`src/rtl/sync_fifo_param_if.sv`:
```
// Handshake/data bundle for sync_fifo_param: producer/consumer side is the
// master, the FIFO itself is the slave.
interface sync_fifo_param_if #(
  parameter int DATA_W = 32,
  parameter int DEPTH  = 16
);
  localparam int CW = $clog2(DEPTH) + 1;

  logic              wr;
  logic [DATA_W-1:0] din;
  logic              rd;
  logic [DATA_W-1:0] dout;
  logic              dout_valid;
  logic              full;
  logic              empty;
  logic              almost_full;
  logic              almost_empty;
  logic [CW-1:0]     count;
  logic              overflow;
  logic              underflow;

  modport master (
    output wr, din, rd,
    input  dout, dout_valid, full, empty, almost_full, almost_empty,
           count, overflow, underflow
  );

  modport slave (
    input  wr, din, rd,
    output dout, dout_valid, full, empty, almost_full, almost_empty,
           count, overflow, underflow
  );
endinterface

```
`src/rtl/sync_fifo_param.sv`:
```
// Parametrised single-clock FIFO with occupancy count, threshold flags and
// overflow/underflow pulses. Define SYNC_FIFO_FWFT_EN for first-word-fall-through.
module sync_fifo_param #(
  parameter int DATA_W   = 32,
  parameter int DEPTH    = 16,
  parameter int AF_LEVEL = DEPTH - 2,
  parameter int AE_LEVEL = 2
) (
  input  logic              clk,
  input  logic              rst,
  sync_fifo_param_if.slave  bus
);
  localparam int AW = $clog2(DEPTH);
  localparam int CW = AW + 1;
  localparam logic [CW-1:0] FULL_CNT = CW'(DEPTH);
  localparam logic [CW-1:0] AF_CNT   = CW'(AF_LEVEL);
  localparam logic [CW-1:0] AE_CNT   = CW'(AE_LEVEL);

  logic [DATA_W-1:0] mem [DEPTH];

  logic [AW-1:0]     wr_ptr_reg;
  logic [AW-1:0]     rd_ptr_reg;
  logic [AW-1:0]     rd_ptr_next;
  logic [CW-1:0]     count_reg;
  logic [CW-1:0]     count_next;
  logic              full_reg;
  logic              empty_reg;
  logic              af_reg;
  logic              ae_reg;
  logic              ovf_reg;
  logic              unf_reg;
  logic [DATA_W-1:0] dout_reg;
  logic              dv_reg;

  logic rd_acc;
  logic wr_acc;

  // A read on a full FIFO frees the slot the simultaneous write lands in.
  assign rd_acc = bus.rd & ~empty_reg;
  assign wr_acc = bus.wr & (~full_reg | bus.rd);

  assign rd_ptr_next = rd_acc ? rd_ptr_reg + AW'(1) : rd_ptr_reg;

  always_comb begin
    count_next = count_reg;
    case ({wr_acc, rd_acc})
      2'b10:   count_next = count_reg + CW'(1);
      2'b01:   count_next = count_reg - CW'(1);
      default: count_next = count_reg;
    endcase
  end

  always_ff @(posedge clk) begin
    if (wr_acc && !rst)
      mem[wr_ptr_reg] <= bus.din;
  end

  always_ff @(posedge clk) begin
    if (rst) begin
      wr_ptr_reg <= '0;
      rd_ptr_reg <= '0;
      count_reg  <= '0;
      full_reg   <= 1'b0;
      empty_reg  <= 1'b1;
      af_reg     <= (AF_LEVEL == 0);
      ae_reg     <= 1'b1;
      ovf_reg    <= 1'b0;
      unf_reg    <= 1'b0;
      dout_reg   <= '0;
      dv_reg     <= 1'b0;
    end else begin
      if (wr_acc)
        wr_ptr_reg <= wr_ptr_reg + AW'(1);
      rd_ptr_reg <= rd_ptr_next;
      count_reg  <= count_next;
      full_reg   <= (count_next == FULL_CNT);
      empty_reg  <= (count_next == '0);
      af_reg     <= (count_next >= AF_CNT);
      ae_reg     <= (count_next <= AE_CNT);
      ovf_reg    <= bus.wr & full_reg & ~bus.rd;
      unf_reg    <= bus.rd & empty_reg;
`ifdef SYNC_FIFO_FWFT_EN
      // Prefetch the next head; a write landing on it this cycle is bypassed
      // since the array still holds the stale word at that address.
      if (wr_acc && (wr_ptr_reg == rd_ptr_next))
        dout_reg <= bus.din;
      else
        dout_reg <= mem[rd_ptr_next];
      dv_reg <= (count_next != '0);
`else
      if (rd_acc)
        dout_reg <= mem[rd_ptr_reg];
      dv_reg <= rd_acc;
`endif
    end
  end

  assign bus.dout         = dout_reg;
  assign bus.dout_valid   = dv_reg;
  assign bus.full         = full_reg;
  assign bus.empty        = empty_reg;
  assign bus.almost_full  = af_reg;
  assign bus.almost_empty = ae_reg;
  assign bus.count        = count_reg;
  assign bus.overflow     = ovf_reg;
  assign bus.underflow    = unf_reg;
endmodule
```
`src/flat_wrapper.sv`:
```
// flat-port wrapper written by rule: the top's interface ports become plain ports
module sync_fifo_param_flat 
#(
  parameter int DATA_W   = 32,
  parameter int DEPTH    = 16,
  parameter int AF_LEVEL = DEPTH - 2,
  parameter int AE_LEVEL = 2
)
  (clk, rst, bus_wr, bus_din, bus_rd, bus_dout, bus_dout_valid, bus_full, bus_empty, bus_almost_full, bus_almost_empty, bus_count, bus_overflow, bus_underflow);
  sync_fifo_param_if #(.DATA_W(DATA_W), .DEPTH(DEPTH)) bus_i ();
  input  logic clk;
  input  logic rst;
  input wire logic [$bits(bus_i.wr)-1:0] bus_wr;
  input wire logic [$bits(bus_i.din)-1:0] bus_din;
  input wire logic [$bits(bus_i.rd)-1:0] bus_rd;
  output wire logic [$bits(bus_i.dout)-1:0] bus_dout;
  output wire logic [$bits(bus_i.dout_valid)-1:0] bus_dout_valid;
  output wire logic [$bits(bus_i.full)-1:0] bus_full;
  output wire logic [$bits(bus_i.empty)-1:0] bus_empty;
  output wire logic [$bits(bus_i.almost_full)-1:0] bus_almost_full;
  output wire logic [$bits(bus_i.almost_empty)-1:0] bus_almost_empty;
  output wire logic [$bits(bus_i.count)-1:0] bus_count;
  output wire logic [$bits(bus_i.overflow)-1:0] bus_overflow;
  output wire logic [$bits(bus_i.underflow)-1:0] bus_underflow;
  assign bus_i.wr = bus_wr;
  assign bus_i.din = bus_din;
  assign bus_i.rd = bus_rd;
  assign bus_dout = bus_i.dout;
  assign bus_dout_valid = bus_i.dout_valid;
  assign bus_full = bus_i.full;
  assign bus_empty = bus_i.empty;
  assign bus_almost_full = bus_i.almost_full;
  assign bus_almost_empty = bus_i.almost_empty;
  assign bus_count = bus_i.count;
  assign bus_overflow = bus_i.overflow;
  assign bus_underflow = bus_i.underflow;
  sync_fifo_param #(.DATA_W(DATA_W), .DEPTH(DEPTH), .AF_LEVEL(AF_LEVEL), .AE_LEVEL(AE_LEVEL)) u_core (.clk(clk), .rst(rst), .bus(bus_i));
endmodule
```
`config.mk`:
```
export PLATFORM = sky130hd
export DESIGN_NAME = sync_fifo_param_flat
export DESIGN_NICKNAME = d
export VERILOG_FILES = /design/src/rtl/sync_fifo_param_if.sv /design/src/rtl/sync_fifo_param.sv /design/src/flat_wrapper.sv
export SDC_FILE = /design/constraint.sdc
export NUM_CORES = 1
export LEC_CHECK = 0
export CORE_ASPECT_RATIO = 0.7
export CORE_MARGIN = 2
export CORE_UTILIZATION = 65
export DETAILED_ROUTE_END_ITERATION = 8
export PLACE_DENSITY = 0.92
export SYNTH_ARGS = -nofsm -noshare
export SYNTH_HDL_FRONTEND = slang
export SYNTH_SLANG_ARGS = --single-unit
```
`constraint.sdc`:
```
create_clock -name clk -period 9.2 [get_ports clk]
set_clock_uncertainty 0.15 [all_clocks]
set_input_delay 1.84 -clock clk [delete_from_list [all_inputs] [get_ports clk]]
set_output_delay 1.84 -clock clk [all_outputs]
set_load 0.01 [all_outputs]
```
==> impl_summary.txt, run 1 <==
----------------------------------------------------
[Timing]
  Worst hold slack after final layout ... 0.319 ns
  Post-route worst setup slack ... 4.44 ns
  Max-slew headroom at the worst pin ... 0.155
  Period Utilization, post-route ... 0.518
  Setup violation total in the final timing report ... 0
  Peak clock frequency supported by timing ... 210 MHz
  Final-report max-slew violation count ... 0
  Shortest period the worst path allows ... 4.76 ns
  Count of endpoints failing hold in the final timing report ... 0
  Transition time at the pin with the least slew margin ... 1.26 ns
  Unrepaired setup endpoints after global routing ... no
  Setup TNS ... 0 ns

[Flow run]
  Number of max-cap violations ... 0

[Die]
  Full die area ... 34300 µm²
  Overall die height ... 156 µm
  Initial cell density of the core ... 0.660
  Boundary pin count ... 80
  Floorplan Core Area ... 32300 µm²
  FP Rows ... 55
  Die width ... 220 µm

[Final layout]
  Number of filler instances in the final layout ... 1578
  Flip-flop count of the largest register, all copies and words added ... 512
  Synth-to-layout area growth ... 14.1%
  Share of final-layout standard cells stronger than drive strength 1 ... 0.206
  Final core utilization ... 0.753
  Post-layout net count ... 1146
  Commonest cells after routing, fill and taps aside ... edfxtp_1, mux4_2, clkdlybuf4s50_1
  Sequential cell area ... 16400 µm²
  Count of antenna diodes in the layout ... 0
  Multi-input gate area in the final layout ... 4770 µm²
  Most common cell after layout, fill and taps aside ... edfxtp_1

[Detailed routing]
  First-pass iteration count of the detailed router ... 6
  Detailed-route vias per instance ... 6.82
  WL per Instance ... 30.8 µm
  Antenna-violating nets left ... 0
  Remaining DRCs ... 0
  DR vias ... 10700
  Wire length after detailed routing ... 48.3 mm
  Number of DRC markers after the initial detailed-route iteration ... 1499

[Setup path]
  Startpoint Class ... primary input
  Endpoint class of the critical path ... register
  Critical path's top delay family ... compound AO/OA/AOI/OAI gates
  Max Fanout on Critical Path ... 8
  Worst path most repeated cell ... ha_1
  Cell with the largest stage delay on the worst path ... clkdlybuf4s50_1
  Required time at the worst-slack endpoint ... 9.51 ns
  Critical path data arrival time ... 5.07 ns
  Number of buffers and inverters on the critical path ... 1
  Crit Path Category ... in -> reg
  Slowest cell delay on critical path ... 0.50 ns
  Critical Path, Cell by Cell ... clkdlybuf4s50_1 -> nand2b_1 -> nand2_1 -> ha_1 -> xor2_1 -> ha_1 -> a21oi_1 -> o221a_1 -> a2111oi_4 -> mux2i_1 -> and3b_1

[Clock tree]
  Clk sink count ... 564
  Post-cts gate resize count ... 0
  CTS tree ... done
  CTS Root Cell ... clkbuf_16
  Number of levels in the clock H-tree ... 2
  Setup repair bufs after CTS ... 0
  Cts-stage hold buffer count ... 0
  Number of buffers on the longest clock path ... 3
  CTS buffer count ... 49
  Clock-pin slew reported for the worst setup and hold paths after clock tree synthesis ... 0.06 ns
  Clock Latency Late Sink ... 0.58 ns

[Synthesis]
  Synth Area per Inst ... 21.0 µm²
  Synthesis warning total ... 0
  Dominant cells by area after synthesis ... edfxtp_1, mux4_2, dfxtp_1
  Synth Register Bits ... 564
  Largest area contributor in the synthesized netlist ... edfxtp_1
  Number of distinct library cells after synthesis ... 38
  Gate count after technology mapping ... 1016
  Synth top area share ... 0.721
  Sequential area share after synthesis ... 0.770
  Netlist Area Pre-Place ... 21300 µm²
  Post-Syn Nets ... 1060

[Pwr]
  Sequential share of power ... 0.508
  Switching portion of total power ... 0.228
  Worst IR Drop VDD ... 0.000195 V
  Power per standard cell area ... 237 nW/µm²
  Sw Pwr ... 1310 µW
  Internal power summed over all cells ... 4440 µW
  Portion of total power attributed to the clock network ... 0.378
  Fraction of power consumed by combinational cells ... 0.114
  Post-layout total power ... 5750 µW
  Leak pwr ... 0.00741 µW

[Global routing]
  Antenna violations before repair ... 0
  GR Util met3 ... 0.0450
  Global-route wire length before repair ... 71.8 mm
  Global-route track usage on met2 ... 0.484
  Number of global-route vias before repair ... 10900
  Sum of overflow across all layers after global routing ... 0
  GRT Resource Usage Total ... 0.295
  Layer with the highest usage ... met2
  Met1 layer usage reported by global route ... 0.407
  Pin count of the biggest net entering global routing ... 95

[Status]
  Result of the run ... completed

[Hold path]
  Path type of the worst min-delay path ... reg -> reg

[Placed design]
  Final GP Congestion ... 0.762
  Hpwl dp ... 24.7 mm
  Post-place setup slack ... 4.07 ns
  PortBufs ... 79

----------------------------------------------------
## logic make-up (layout without fill, tap and decap cells)
family                     count (synthesis)  count (layout)  synth area share
AOI/OAI and AO/OA                         81              81            0.0216
xor gates and xnor gates                  11              11           0.00452
adders and majority gates                  8               8           0.00470
buffers and inverters                     59             186            0.0119
DFF                                      564             564             0.770
muxes                                    195             195             0.167
and+or+nand+nor                           98              98            0.0205
## final timing paths
check,start,to,slack [ns],depth (start not counted)
worst max-delay path,bus_rd,u_core.bus.full,4.44,11
worst min-delay path,u_core.bus.dout[5],u_core.bus.dout[5],0.32,2
worst max register to register,u_core.bus.empty,u_core.bus.full,5.89,10
worst min register to register,u_core.bus.dout[5],u_core.bus.dout[5],0.32,2
## routing by layer
metal,wire length [µm],share of wire
met1,17500,0.36
met3,4400,0.091
met5,0,0
met2,24500,0.51
met4,1970,0.041
## area by class of cell
type	count	area share
Sequential cell	564	0.676
Tap cell	427	0.0220
Timing Repair Buffer	88	0.0358
Multi-Input combinational cell	393	0.196
Clock inverter	23	0.0123
Clock buffer	69	0.0573
Inverter	6	0.000926
## power by group through the flow
| stage | logic [µW] | clock network, µW | registers (µW) |
|---|---|---|---|
| 2_1_floorplan | 438 | 0 | 2940 |
| 3_3_place_gp | 603 | 0 | 2970 |
| 3_5_place_dp | 635 | 0 | 2970 |
| 4_1_cts | 657 | 2190 | 2920 |
| 5_1_grt | 696 | 2280 | 2930 |
| 6_report | 655 | 2180 | 2920 |
## synthesized netlist by cell type
master / instances
and3b_1: 4
inv_1: 6
xnor2_1: 6
mux2i_1: 66
nor3_1: 5
mux4_2: 128
edfxtp_1: 512
o21ai_1: 11
mux2_2: 1
o21ba_2: 1
nand3_1: 3
clkbuf_2: 1
a21oi_1: 37
xor2_1: 5
o211a_1: 1
o41ai_1: 1
a31o_1: 1
buf_4: 3
nor2_1: 59
buf_2: 15
nand4_1: 1
nor2b_1: 2
ha_1: 8
a211o_1: 1
buf_1: 8
nand2_1: 13
and2_1: 1
dfxtp_1: 52
clkbuf_1: 26
a2111oi_4: 1
or3_1: 2
o21ai_0: 24
nor4b_1: 1
o221a_1: 1
a211oi_1: 1
nor3b_1: 1
nand2b_1: 6
a21boi_0: 1
## through the flow
stage                     std cells  instance area (µm²)
after floorplan                1016                21300
after global placement         1478                22600
after detailed placement       1478                22600
after CTS                      1570                24300
after global routing           1570                24300
final                          1570                24300
## worst reg2reg max path, stage by stage, from the launching register on
cell	delay, ns
dfxtp_1	0.32
nand2b_1	0.19
inv_1	0.27
ha_1	0.40
xor2_1	0.19
ha_1	0.24
a21oi_1	0.10
o221a_1	0.31
a2111oi_4	0.40
mux2i_1	0.42
and3b_1	0.23
(Power assumes the default switching activity.)
==> run 2: changes to the inputs <==
- CORE_UTILIZATION: 65 -> 60
- PLACE_DENSITY: 0.92 -> 0.87
- clock period: 9.2 -> 4.9 ns (I/O delays scaled with it)
==> run 2 against run 1 <==
  * Critical path depth did not move
  * Worst setup slack worse by 3.3 ns
  * Cell count rose by 3.9%
  * Hold slack better by 0.0068 ns
  * Via count fell by 1.9%
  * Flip-flop and latch count stayed put
  * Largest cell class unchanged
  * Largest power group unchanged
==> impl_summary.txt, run 2 (synthesized netlist as in run 1, its figures left out) <==
----------------------------------------------------
[Status]
  Result of the run ... completed

[Placed design]
  Post-place setup slack ... 0.668 ns (-3.41 ns)
  PortBufs ... 79 (unchanged)
  Final GP Congestion ... 0.764 (+0.30%)
  Hpwl dp ... 24.7 mm (+0.16%)
  Instance count after placement with tap cells included ... 1541 (+4.3%)

[Setup path]
  Critical path data arrival time ... 4.05 ns (-1.02 ns)
  Cell count of the worst reg-to-reg path ... 10 (unchanged)
  Beginning of the critical path ... bus_rd
  Critical path endpoint ... u_core.bus.full
  Endpoint class of the critical path ... register
  Max Fanout on Critical Path ... 8 (unchanged)
  Slack of the worst reg-to-reg path ... 1.66 ns (-4.23 ns)
  Startpoint Class ... primary input
  Crit Path Category ... in -> reg
  Terminus of the critical flop-to-flop path ... u_core.bus.full
  Required time at the worst-slack endpoint ... 5.21 ns (-4.30 ns)
  Startpoint of the worst register-to-register path ... u_core.bus.empty

[Clock tree]
  Number of buffers on the longest clock path ... 3 (unchanged)
  Number of levels in the clock H-tree ... 2 (unchanged)
  CTS tree ... done
  Clock Latency Late Sink ... 0.57 ns (about the same)
  Setup repair bufs after CTS ... 0 (unchanged)
  CTS buffer count ... 49 (unchanged)
  CTS Root Cell ... clkbuf_16
  Cts-stage hold buffer count ... 0 (unchanged)
  Clock-pin slew reported for the worst setup and hold paths after clock tree synthesis ... 0.07 ns (about the same)
  Clk sink count ... 564 (unchanged)
  Post-cts gate resize count ... 0 (unchanged)

[Detailed routing]
  Detailed-route vias per instance ... 6.44 (-5.6%)
  Antenna-violating nets left ... 0 (unchanged)
  Wire length after detailed routing ... 46.0 mm (-4.8%)
  Remaining DRCs ... 0 (unchanged)
  DR vias ... 10500 (-1.9%)
  First-pass iteration count of the detailed router ... 5 (-1)
  Number of DRC markers after the initial detailed-route iteration ... 1250 (-17%)
  WL per Instance ... 28.2 µm (-8.4%)

[Global routing]
  Pin count of the biggest net entering global routing ... 62 (-35%)
  GRT Resource Usage Total ... 0.256 (-0.0387)
  Number of global-route vias before repair ... 11000 (+1.1%)
  Sum of overflow across all layers after global routing ... 0 (unchanged)
  Global-route wire length before repair ... 69.4 mm (-3.2%)
  Antenna violations before repair ... 0 (unchanged)

[Final layout]
  Synth-to-layout area growth ... 14.9%
  Most common cell after layout, fill and taps aside ... edfxtp_1
  Post-layout net count ... 1164 (+1.6%)
  Share of final-layout standard cells stronger than drive strength 1 ... 0.218 (+0.0125)
  Flip-flop count of the largest register, all copies and words added ... 512 (unchanged)
  Count of antenna diodes in the layout ... 0 (unchanged)
  Final non-filler cell total ... 1632 (+3.9%)
  Commonest cells after routing, fill and taps aside ... edfxtp_1, mux4_2, clkdlybuf4s50_1

[Pwr]
  Post-layout total power ... 10600 µW (+84%)
  Sequential share of power ... 0.518 (+0.010)
  Portion of total power attributed to the clock network ... 0.369 (-0.009)
  Internal power summed over all cells ... 8200 µW (+85%)
  Fraction of power consumed by combinational cells ... 0.114 (about the same)
  Sw Pwr ... 2390 µW (+82%)
  Power per standard cell area ... 432 nW/µm² (+83%)
  Leak pwr ... 0.00749 µW (+1.1%)
  Switching portion of total power ... 0.226 (-0.00246)
  Worst IR Drop VDD ... 0.000397 V (+100%)

[Die]
  Boundary pin count ... 80 (unchanged)
  Die width ... 229 µm (+4.0%)
  Initial cell density of the core ... 0.611 (-0.0492)
  Full die area ... 37100 µm² (+8.1%)
  Floorplan Core Area ... 34900 µm² (+8.1%)
  Overall die height ... 162 µm (+4.0%)
  FP Rows ... 57 (+3.6%)

[Timing]
  Transition time at the pin with the least slew margin ... 1.17 ns (-0.0938 ns)
  Max-slew headroom at the worst pin ... 0.218 (+0.0627)
  Peak clock frequency supported by timing ... 267 MHz
  Setup violation total in the final timing report ... 0 (unchanged)
  Final-report max-slew violation count ... 0 (unchanged)
  Shortest period the worst path allows ... 3.74 ns
  Unrepaired setup endpoints after global routing ... no
  Setup TNS ... 0 ns (unchanged)
  Post-route worst setup slack ... 1.16 ns (-3.28 ns)
  Period Utilization, post-route ... 0.764
  Count of endpoints failing hold in the final timing report ... 0 (unchanged)

[Hold path]
  Path type of the worst min-delay path ... reg -> reg
  Hold Startpoint ... u_core.bus.dout[6]

[Flow run]
  Number of max-cap violations ... 0 (unchanged)

----------------------------------------------------
run 2: cell types whose count changed in the layout (fill, tap and decap cells not counted), sizes merged:
cell    before  now
bufinv       7    5
clkinv      13   18
buf          9   27
clkbuf      69   65
run 2: metal layers:
layer | global-route usage | part of all wire
met5 | 0 | 0
met4 | 0.0791 | 0.030
met3 | 0.0525 | 0.084
met2 | 0.423 | 0.50
met1 | 0.353 | 0.39
run 2: worst min-delay path by stage:
stage,end,slack [ns],cells past startpoint
5_1_grt,u_core.bus.dout[5],0.36,2
6_report,u_core.bus.dout[6],0.33,2
3_3_place_gp,u_core.bus.dout[4],0.30,2
3_5_place_dp,u_core.bus.dout[4],0.30,2
2_1_floorplan,u_core.wr_ptr_reg[1],0.33,2
4_1_cts,u_core.bus.dout[29],0.33,2
run 2: stage by stage:
stage / area [µm²] / utilization / hold slack [ns]
floorplan: 21300 / - / 0.332
global placement: 22900 / 0.656 / 0.297
detailed placement: 22900 / 0.656 / 0.305
CTS: 24500 / 0.702 / 0.334
global route: 24500 / 0.702 / 0.357
finish: 24500 / 0.702 / 0.326
run 2: layout make-up:
class	instances	area, µm²
timing repair buffer	106	1070
sequential	564	16400
inverter	6	22.5
clock buffer	65	1360
fill	1975	10400
tap	472	591
clock inverter	26	264
multi-input combinational	393	4770
run 2: critical path: stages:
cell             delay [ns]
clkdlybuf4s50_1        0.49
nand2b_1               0.11
inv_1                  0.25
ha_1                   0.35
xor2_1                 0.18
ha_1                   0.22
a21oi_1                0.09
o221a_1                0.30
a2111oi_4              0.41
mux2i_1                0.43
and3b_1                0.24
run 2: power by group through the flow:
| stage | sequential, µW | combinational (µW) | clock, µW |
|---|---|---|---|
| after global routing | 5500 | 1290 | 4130 |
| after CTS | 5480 | 1220 | 3940 |
| after global placement | 5580 | 1160 | 0 |
| final | 5480 | 1200 | 3900 |
| after detailed placement | 5590 | 1200 | 0 |
| after floorplan | 5530 | 822 | 0 |
==> run 3: changes to the inputs <==
- CORE_UTILIZATION: 60 -> 55
- PLACE_DENSITY: 0.87 -> 0.84
- clock period: 4.9 -> 3.3 ns (I/O delays scaled with it)
==> run 3 against run 2 <==
  * Clock-buffer cell count up 2
  * Cell count up 2.8%
  * Core utilization down 4.9 points
  * Flip-flop and latch count unchanged
  * Cell area up 2.1%
  * Die area up 8.9%
  * Global-route usage down 2.1 points
  * First-iteration DRC count down 15%
  * Critical path type unchanged
  * Largest power group unchanged
==> impl_summary.txt, run 3 (synthesized netlist as in run 1, its figures left out) <==
----------------------------------------------------
[Clock tree]
  Number of levels in the clock H-tree ... 2 (unchanged)
  CTS tree ... done
  Clock Latency Late Sink ... 0.56 ns (about the same)
  Number of buffers on the longest clock path ... 3 (unchanged)
  Cts-stage hold buffer count ... 0 (unchanged)
  Clock-pin slew reported for the worst setup and hold paths after clock tree synthesis ... 0.07 ns (about the same)
  CTS buffer count ... 49 (unchanged)
  Clk sink count ... 564 (unchanged)
  CTS Root Cell ... clkbuf_16
  Post-cts gate resize count ... 0 (unchanged)
  Setup repair bufs after CTS ... 0 (unchanged)

[Pwr]
  Worst IR Drop VDD ... 0.000447 V (+13%)
  Power per standard cell area ... 633 nW/µm² (+46%)
  Leak pwr ... 0.00764 µW (+2.0%)

[Timing]
  Peak clock frequency supported by timing ... 337 MHz
  Period Utilization, post-route ... 0.899
  Setup violation total in the final timing report ... 0 (unchanged)
  Final-report max-slew violation count ... 0 (unchanged)
  Shortest period the worst path allows ... 2.97 ns
  Unrepaired setup endpoints after global routing ... no
  Count of endpoints failing hold in the final timing report ... 0 (unchanged)
  Setup TNS ... 0 ns (unchanged)
  Max-slew headroom at the worst pin ... 0.571 (+0.353)
  Transition time at the pin with the least slew margin ... 0.642 ns (-0.528 ns)

[Final layout]
  Share of final-layout standard cells stronger than drive strength 1 ... 0.229 (+0.0114)
  Final non-filler cell total ... 1677 (+2.8%)
  Post-layout net count ... 1185 (+1.8%)
  Synth-to-layout area growth ... 17.3%
  Commonest cells after routing, fill and taps aside ... edfxtp_1, mux4_2, clkdlybuf4s50_1
  Count of antenna diodes in the layout ... 0 (unchanged)
  Final core utilization ... 0.653 (-0.0494)
  Most common cell after layout, fill and taps aside ... edfxtp_1
  Flip-flop count of the largest register, all copies and words added ... 512 (unchanged)
  Number of filler instances in the final layout ... 2378 (+20%)

[Detailed routing]
  Wire length after detailed routing ... 45.7 mm (-0.69%)
  First-pass iteration count of the detailed router ... 5 (unchanged)
  Number of DRC markers after the initial detailed-route iteration ... 1068 (-15%)
  DR vias ... 10400 (-1.4%)
  Detailed-route vias per instance ... 6.18 (-4.0%)
  WL per Instance ... 27.2 µm (-3.4%)
  Antenna-violating nets left ... 0 (unchanged)
  Remaining DRCs ... 0 (unchanged)

[Placed design]
  Hpwl dp ... 25.7 mm (+3.9%)
  Final GP Congestion ... 0.753 (-1.5%)
  Instance count after placement with tap cells included ... 1586 (+2.9%)
  PortBufs ... 79 (unchanged)

[Global routing]
  Pin count of the biggest net entering global routing ... 45 (-27%)
  Number of global-route vias before repair ... 10900 (-0.34%)
  Global-route wire length before repair ... 69.3 mm (-0.22%)
  Antenna violations before repair ... 1 (+1)
  Sum of overflow across all layers after global routing ... 0 (unchanged)
  GRT Resource Usage Total ... 0.235 (-0.0210)

[Die]
  Full die area ... 40400 µm² (+8.9%)
  Boundary pin count ... 80 (unchanged)
  Floorplan Core Area ... 38300 µm² (+9.8%)
  Die width ... 239 µm (+4.4%)
  Initial cell density of the core ... 0.557 (-0.0545)
  Overall die height ... 169 µm (+4.3%)
  FP Rows ... 60 (+5.3%)

[Hold path]
  Path type of the worst min-delay path ... reg -> reg

[Flow run]
  Number of max-cap violations ... 0 (unchanged)

[Status]
  Result of the run ... completed

[Setup path]
  Crit Path Category ... in -> reg
  Critical path data arrival time ... 3.32 ns (-0.73 ns)
  Startpoint Class ... primary input
  Max Fanout on Critical Path ... 4 (-4)
  Required time at the worst-slack endpoint ... 3.66 ns (-1.55 ns)
  Endpoint class of the critical path ... register

----------------------------------------------------
## run 3: cell count changes in the layout (fill, tap and decap cells not counted), moves of 2 or more
cell / delta
clkinv_4: -2
clkbuf_1: +4
buf_12: +22
nor3_4: +4
clkbuf_8: -3
nor3_2: -4
## run 3: worst max-delay path, cell delays in order
cell,delay (ns)
clkdlybuf4s50_1,0.48
nand2b_1,0.13
nand2_1,0.07
ha_1,0.22
xor2_1,0.18
ha_1,0.23
a21oi_1,0.18
buf_4,0.14
mux2_2,0.33
xnor2_1,0.32
and2_1,0.20
and3b_1,0.17
## run 3: per-stage QoR
stage                     setup slack, ns  hold slack (ns)  cell area, µm²  total power, µW
after floorplan                     0.186            0.332           21300             9430
after global placement             -0.101            0.299           23400            10100
after detailed placement           -0.211            0.303           23400            10100
after CTS                           0.350            0.318           25000            15900
after global routing                0.132            0.352           25000            16400
final                               0.332            0.315           25000            15800
## run 3: where the power goes
part           internal (µW)  leakage (µW)  switching, µW  total [µW]
Clock                   3360      0.000797           2500        5850
Sequential              7940       0.00504            156        8090
Combinational            997       0.00180            886        1880
## run 3: routing by layer
layer,vias to the layer above,global-route usage,part of all wire
met4,2,0.0538,0.021
met2,463,0.388,0.50
met1,5424,0.330,0.41
met5,-,0,0.00028
met3,87,0.0465,0.069
li1,4395,-,-
## run 3: final timing paths
| kind | start | end | slack (ns) | cells past startpoint |
|---|---|---|---|---|
| worst max-delay path | bus_rd | u_core.bus.full | 0.33 | 12 |
| worst min-delay path | u_core.bus.dout[31] | u_core.bus.dout[31] | 0.32 | 2 |
| worst max register to register | u_core.bus.empty | u_core.bus.full | 0.61 | 11 |
| worst min register to register | u_core.bus.dout[31] | u_core.bus.dout[31] | 0.32 | 2 |
## run 3: cell type report
class,count,area (µm²),area share
tap,496,621,0.0248
timing repair buffer,127,1500,0.0601
sequential,564,16400,0.657
inverter,6,22.5,0.000901
multi-input combinational,393,4790,0.192
clock buffer,67,1360,0.0542
clock inverter,24,283,0.0113
==> edit 1, RTL diff (config.mk and constraints of run 3) <==
Make the reset (`rst`) asynchronous in one clocked block. Comments in the files are not updated.
--- a/src/rtl/sync_fifo_param.sv
+++ b/src/rtl/sync_fifo_param.sv
@@ -55,7 +55,7 @@
       mem[wr_ptr_reg] <= bus.din;
   end
 
-  always_ff @(posedge clk) begin
+  always_ff @(posedge clk or posedge rst) begin
     if (rst) begin
       wr_ptr_reg <= '0;
       rd_ptr_reg <= '0;
Check against the original RTL: differs if rst is asserted again (counterexample within 4 cycles, from zero or initial values and one cycle with rst high); with rst held inactive, the same outputs for 4 cycles.
==> edit 1 against run 3 <==
First-iteration DRC count is 30% higher. Final area increased by 1.5%. Sequential share of layout area rose by 0.081 points. Non-clock buffer count grew 25. Wire length grew 2.7%. Sequential cell count did not move. Area after synthesis is 2.0% higher. Synthesized cell count rose by 8.6%. Worst setup slack improved by 0.086 ns. Critical endpoint is now u_core.bus.almost_empty. Highest routed layer is now met4.
Power is not compared: it rests on default switching activity, and its combinational part moved more than twofold at a synthesized area within 25%.
==> edit 1: results (changes against run 3) <==
* Outcome: complete, no violations
* Delay-heaviest family, CP: compound AO/OA/AOI/OAI gates
* Invs w/o clock at 4 (-2)
* Vias in the first global route at 11,548 (+5.5%)
* Setup WS post-layout at 0.4185 ns (+0.08629 ns)
* Fin cells at 1,805 (+7.6%)
* Register-to-register setup slack at 0.56 ns (-0.05 ns)
* First-pass GRT wire length at 71.39 mm (+3.0%)
* Data buffer area share at 6.510% (+0.50 points)
* Commonest cells post-synth: edfxtp_1, mux2i_1, mux4_2
* Final-stage net count at 1,285 (+8.4%)
* Total global-route track usage at 23.33% (-0.19 points)
* Seq/Total Area, Yosys at 76.74% (-0.27 points)
* CTS buffer count at 50 (+2.0%)
* # fillers at 2,462 (+3.5%)
* Setup WS pre-CTS at -0.1238 ns (+0.08738 ns)
* Hold depth at 2 (unchanged)
* Min-delay src: u_core.bus.dout[10]
* Worst reg-to-reg path cell count at 5 (-6)
* Crit path arrival time at 3.17 ns (-0.15 ns)
* Seq_cells at 564 (unchanged)
* Final GP Congestion at 0.8394 (+11%)
* Detailed Route Iter0 Violations at 1,389 (+30%)
* Total Wirelength at 46.91 mm (+2.7%)
* Multi-input gate count at 469 (+19%)
* CP peak stage delay at 0.50 ns (+0.02 ns)
* Largest net degree at the start of global routing at 70 (+56%)
* Ys async rst share at 9.220% (+9.2 points)
* Static leakage at 0.008434 uW
* Sequential Area at 0.01669 sq mm (+1.6%)
* Hold_ws at 0.3776 ns (+0.06223 ns)
* Post-DP HPWL at 28.81 mm (+12%)
* Clock-cell share of area at 5.908% (-0.64 points)
* Worst reg2reg path endpoint: u_core.bus.dout[10]
* Initial antenna violation count at 0 (-1)
* End of the worst hold path: u_core.bus.dout[10]
* Top post-synthesis cells by area: edfxtp_1, mux4_2, dfrtp_1
* Syn nets at 1,147 (+8.2%)
* Worst slew pin tran at 0.9351 ns (+0.2932 ns)
* Clk network pwr share at 26.1%
* Share of cells above drive strength 1 at 21.36% (-1.6 points)
* Bufs w/o clock at 152 (+20%)
* Via count at 11,146 (+7.5%)
* Cell count after synthesis at 1,103 (+8.6%)
* Post-Place Cells at 1,716 (+8.2%)
* Multi-input gate share of total cell area at 19.13% (-0.028 points)
* Layout clock buffer count at 71 (+6.0%)
* Crit path capture: u_core.bus.almost_empty
* Primary FF master, synth: edfxtp_1
-- edit 1: cell types whose count changed in the layout (fill, tap and decap cells not counted), moves of 31 or more --
cell     before  now
dfxtp_1      49    0
mux4_2      128   80
dfrtp_1       0   46
mux2_2        1   35
a22oi_1       0   32
mux2i_1      66   97
-- edit 1: cells by family after synthesis --
logic type	share of synthesized area, %
and+or+nand+nor	2.222
adders and majority gates	0.4606
xor gates and xnor gates	0.4433
muxes	14.57
DFF	76.74
AOI/OAI and AO/OA	3.984
buffers and inverters	1.577
-- edit 1: routing by layer --
layer | GRT usage, % | routed length (um) | vias up
met1 | 34.03 | 19200 | 5723
met5 | 0 | 0 | -
met3 | 4.384 | 4671 | 75
met4 | 6.292 | 873 | 0
li1 | - | - | 4722
met2 | 36.72 | 22170 | 626
-- edit 1: metrics by stage --
step	area [sq um]	utilization [%]	total power (uW)
after floorplan	21750	-	13100
after global placement	23870	61.74	15310
after detailed placement	23870	61.74	15520
after CTS	25370	65.62	20970
after global routing	25370	65.62	21710
final	25370	65.62	20880
==> edit 2, RTL diff (flow settings as in run 3) <==
Made on the original files. Add a define of `SYNC_FIFO_FWFT_EN`.
--- a/src/rtl/sync_fifo_param.sv
+++ b/src/rtl/sync_fifo_param.sv
@@ -1,5 +1,7 @@
 // Parametrised single-clock FIFO with occupancy count, threshold flags and
 // overflow/underflow pulses. Define SYNC_FIFO_FWFT_EN for first-word-fall-through.
+`define SYNC_FIFO_FWFT_EN
+
 module sync_fifo_param #(
   parameter int DATA_W   = 32,
   parameter int DEPTH    = 16,
Function: changed (a bounded check fails within 4 cycles, from zero or initial values and one cycle with rst high).
==> edit 2 against run 3 <==
Area after synthesis increased by 6.2%. Sequential cell count unchanged. Wire length increased by 17%. Count of clock-buffer cells in the layout increased by 2. Clock power increased by 5.3%. Non-clock buffer count increased by 40. Worst setup slack got worse by 0.029 ns. Final area increased by 7.0%. Via count increased by 28%. Global-route usage increased by 1.6 points. Power increased by 10%.
==> edit 2: results (changes against run 3) <==
* Global Route met1 Usage at 36.47% (+3.5 points)
* Wl on met1 at 21.64 mm (+16%)
* Routed vias/inst at 6.392 (+3.4%)
* DR WL met2 at 24.85 mm (+8.8%)
* First-pass GRT wire length at 80.83 mm (+17%)
* Final GP Congestion at 0.8083 (+7.4%)
* Static leakage at 0.008894 uW (+16%)
* Fraction of the mapped netlist area in adder cells at 0.4422% (-0.027 points)
* Worst reg2reg path endpoint: u_core.bus.almost_empty
* VDD IR-drop max at 0.5190 mV (+16%)
* Setup WS pre-CTS at -0.3827 ns (-0.1715 ns)
* Detailed Route Iter0 Violations at 1,640 (+54%)
* CTS buffer count at 51 (+4.1%)
* Total Wirelength at 53.38 mm (+17%)
* Register-to-register setup slack at 0.48 ns (-0.13 ns)
* Vias in the first global route at 13,287 (+21%)
* Met3 usage at 5.186% (+0.54 points)
* Critical path endpoint category: flip-flop
* Hold Crit Class: reg2reg
* Min-delay src: u_core.wr_ptr_reg[1]
* Commonest cells post-synth: edfxtp_1, nand2_1, inv_1
* Routed wl met3 at 5.506 mm (+74%)
* Outcome: complete, no violations
* Worst reg-to-reg path cell count at 12 (+1)
* Syn nets at 1,408 (+33%)
* Post-DP HPWL at 30.13 mm (+17%)
* Share of cells above drive strength 1 at 21.63% (-1.3 points)
* Syn avg cell area at 16.60 sq um (-21%)
* Post-Place Cells at 1,974 (+24%)
* Int Pwr at 13,210 uW (+7.5%)
* Sequential Power Share at 47.0% (-4.1 points)
* Largest net degree at the start of global routing at 65 (+44%)
* Delay-heaviest family, CP: simple AND/OR/NAND/NOR gates
* Top post-synthesis cells by area: edfxtp_1, mux4_2, dfxtp_1
* GR Util met2 at 38.92% (+0.076 points)
* Clk network pwr share at 35.4% (-1.6 points)
* Complex-gate fraction of the synthesized area at 9.341% (+7.2 points)
* First drt pass iteration count at 6 (+1)
* Seq/Total Area, Yosys at 72.52% (-4.5 points)
* Total global-route track usage at 25.15% (+1.6 points)
* Hold_ws at 0.4250 ns (+0.1096 ns)
* Later-pin clock latency in the skew report at 0.59 ns (+0.03 ns)
* WL/cell at 25.76 um (-5.4%)
* Library cells used by synthesis at 53 (+39%)
* # fillers at 2,624 (+10%)
* Worst slew pin tran at 0.6693 ns (+0.02731 ns)
* Top layer reached by signal wires: met4
* Mux contribution to synthesized area at 8.092% (-8.6 points)
* CP peak stage delay at 0.52 ns (+0.04 ns)
* Final min period at 2.997 ns (+0.02907 ns)
* Synth Area in XOR/XNOR at 0.7462% (+0.29 points)
* Switching part of the total power at 24.09% (+1.7 points)
* Final-stage net count at 1,528 (+29%)
* End of the worst hold path: u_core.wr_ptr_reg[1]
edit 2: cell type report:
| cell class | count | area [sq um] | area share (%) |
|---|---|---|---|
| Multi-Input combinational cell | 628 | 5630 | 21.04 |
| Clock inverter | 26 | 341.6 | 1.277 |
| Tap cell | 544 | 680.7 | 2.544 |
| Antenna cell | 2 | 5.005 | 0.01870 |
| Timing Repair Buffer | 167 | 1989 | 7.435 |
| Clock buffer | 69 | 1424 | 5.322 |
| Sequential cell | 564 | 16420 | 61.35 |
| Inverter | 72 | 270.3 | 1.010 |
edit 2: cell families (layout without fill, tap and decap cells):
logic type      count (synthesis)  after routing
xor+xnor                       14             14
other cells                     0              2
mux                           100            100
flops                         564            564
fa+ha+maj                       8              8
compound gates                246            246
simple gates                  260            260
buf+inv                       172            334
edit 2: stage by stage:
step | setup TNS [ns] | area [sq um]
5_1_grt | 0 | 26750
4_1_cts | 0 | 26740
2_1_floorplan | 0 | 22660
3_3_place_gp | -0.7628 | 24970
6_report | 0 | 26760
3_5_place_dp | -1.668 | 24970
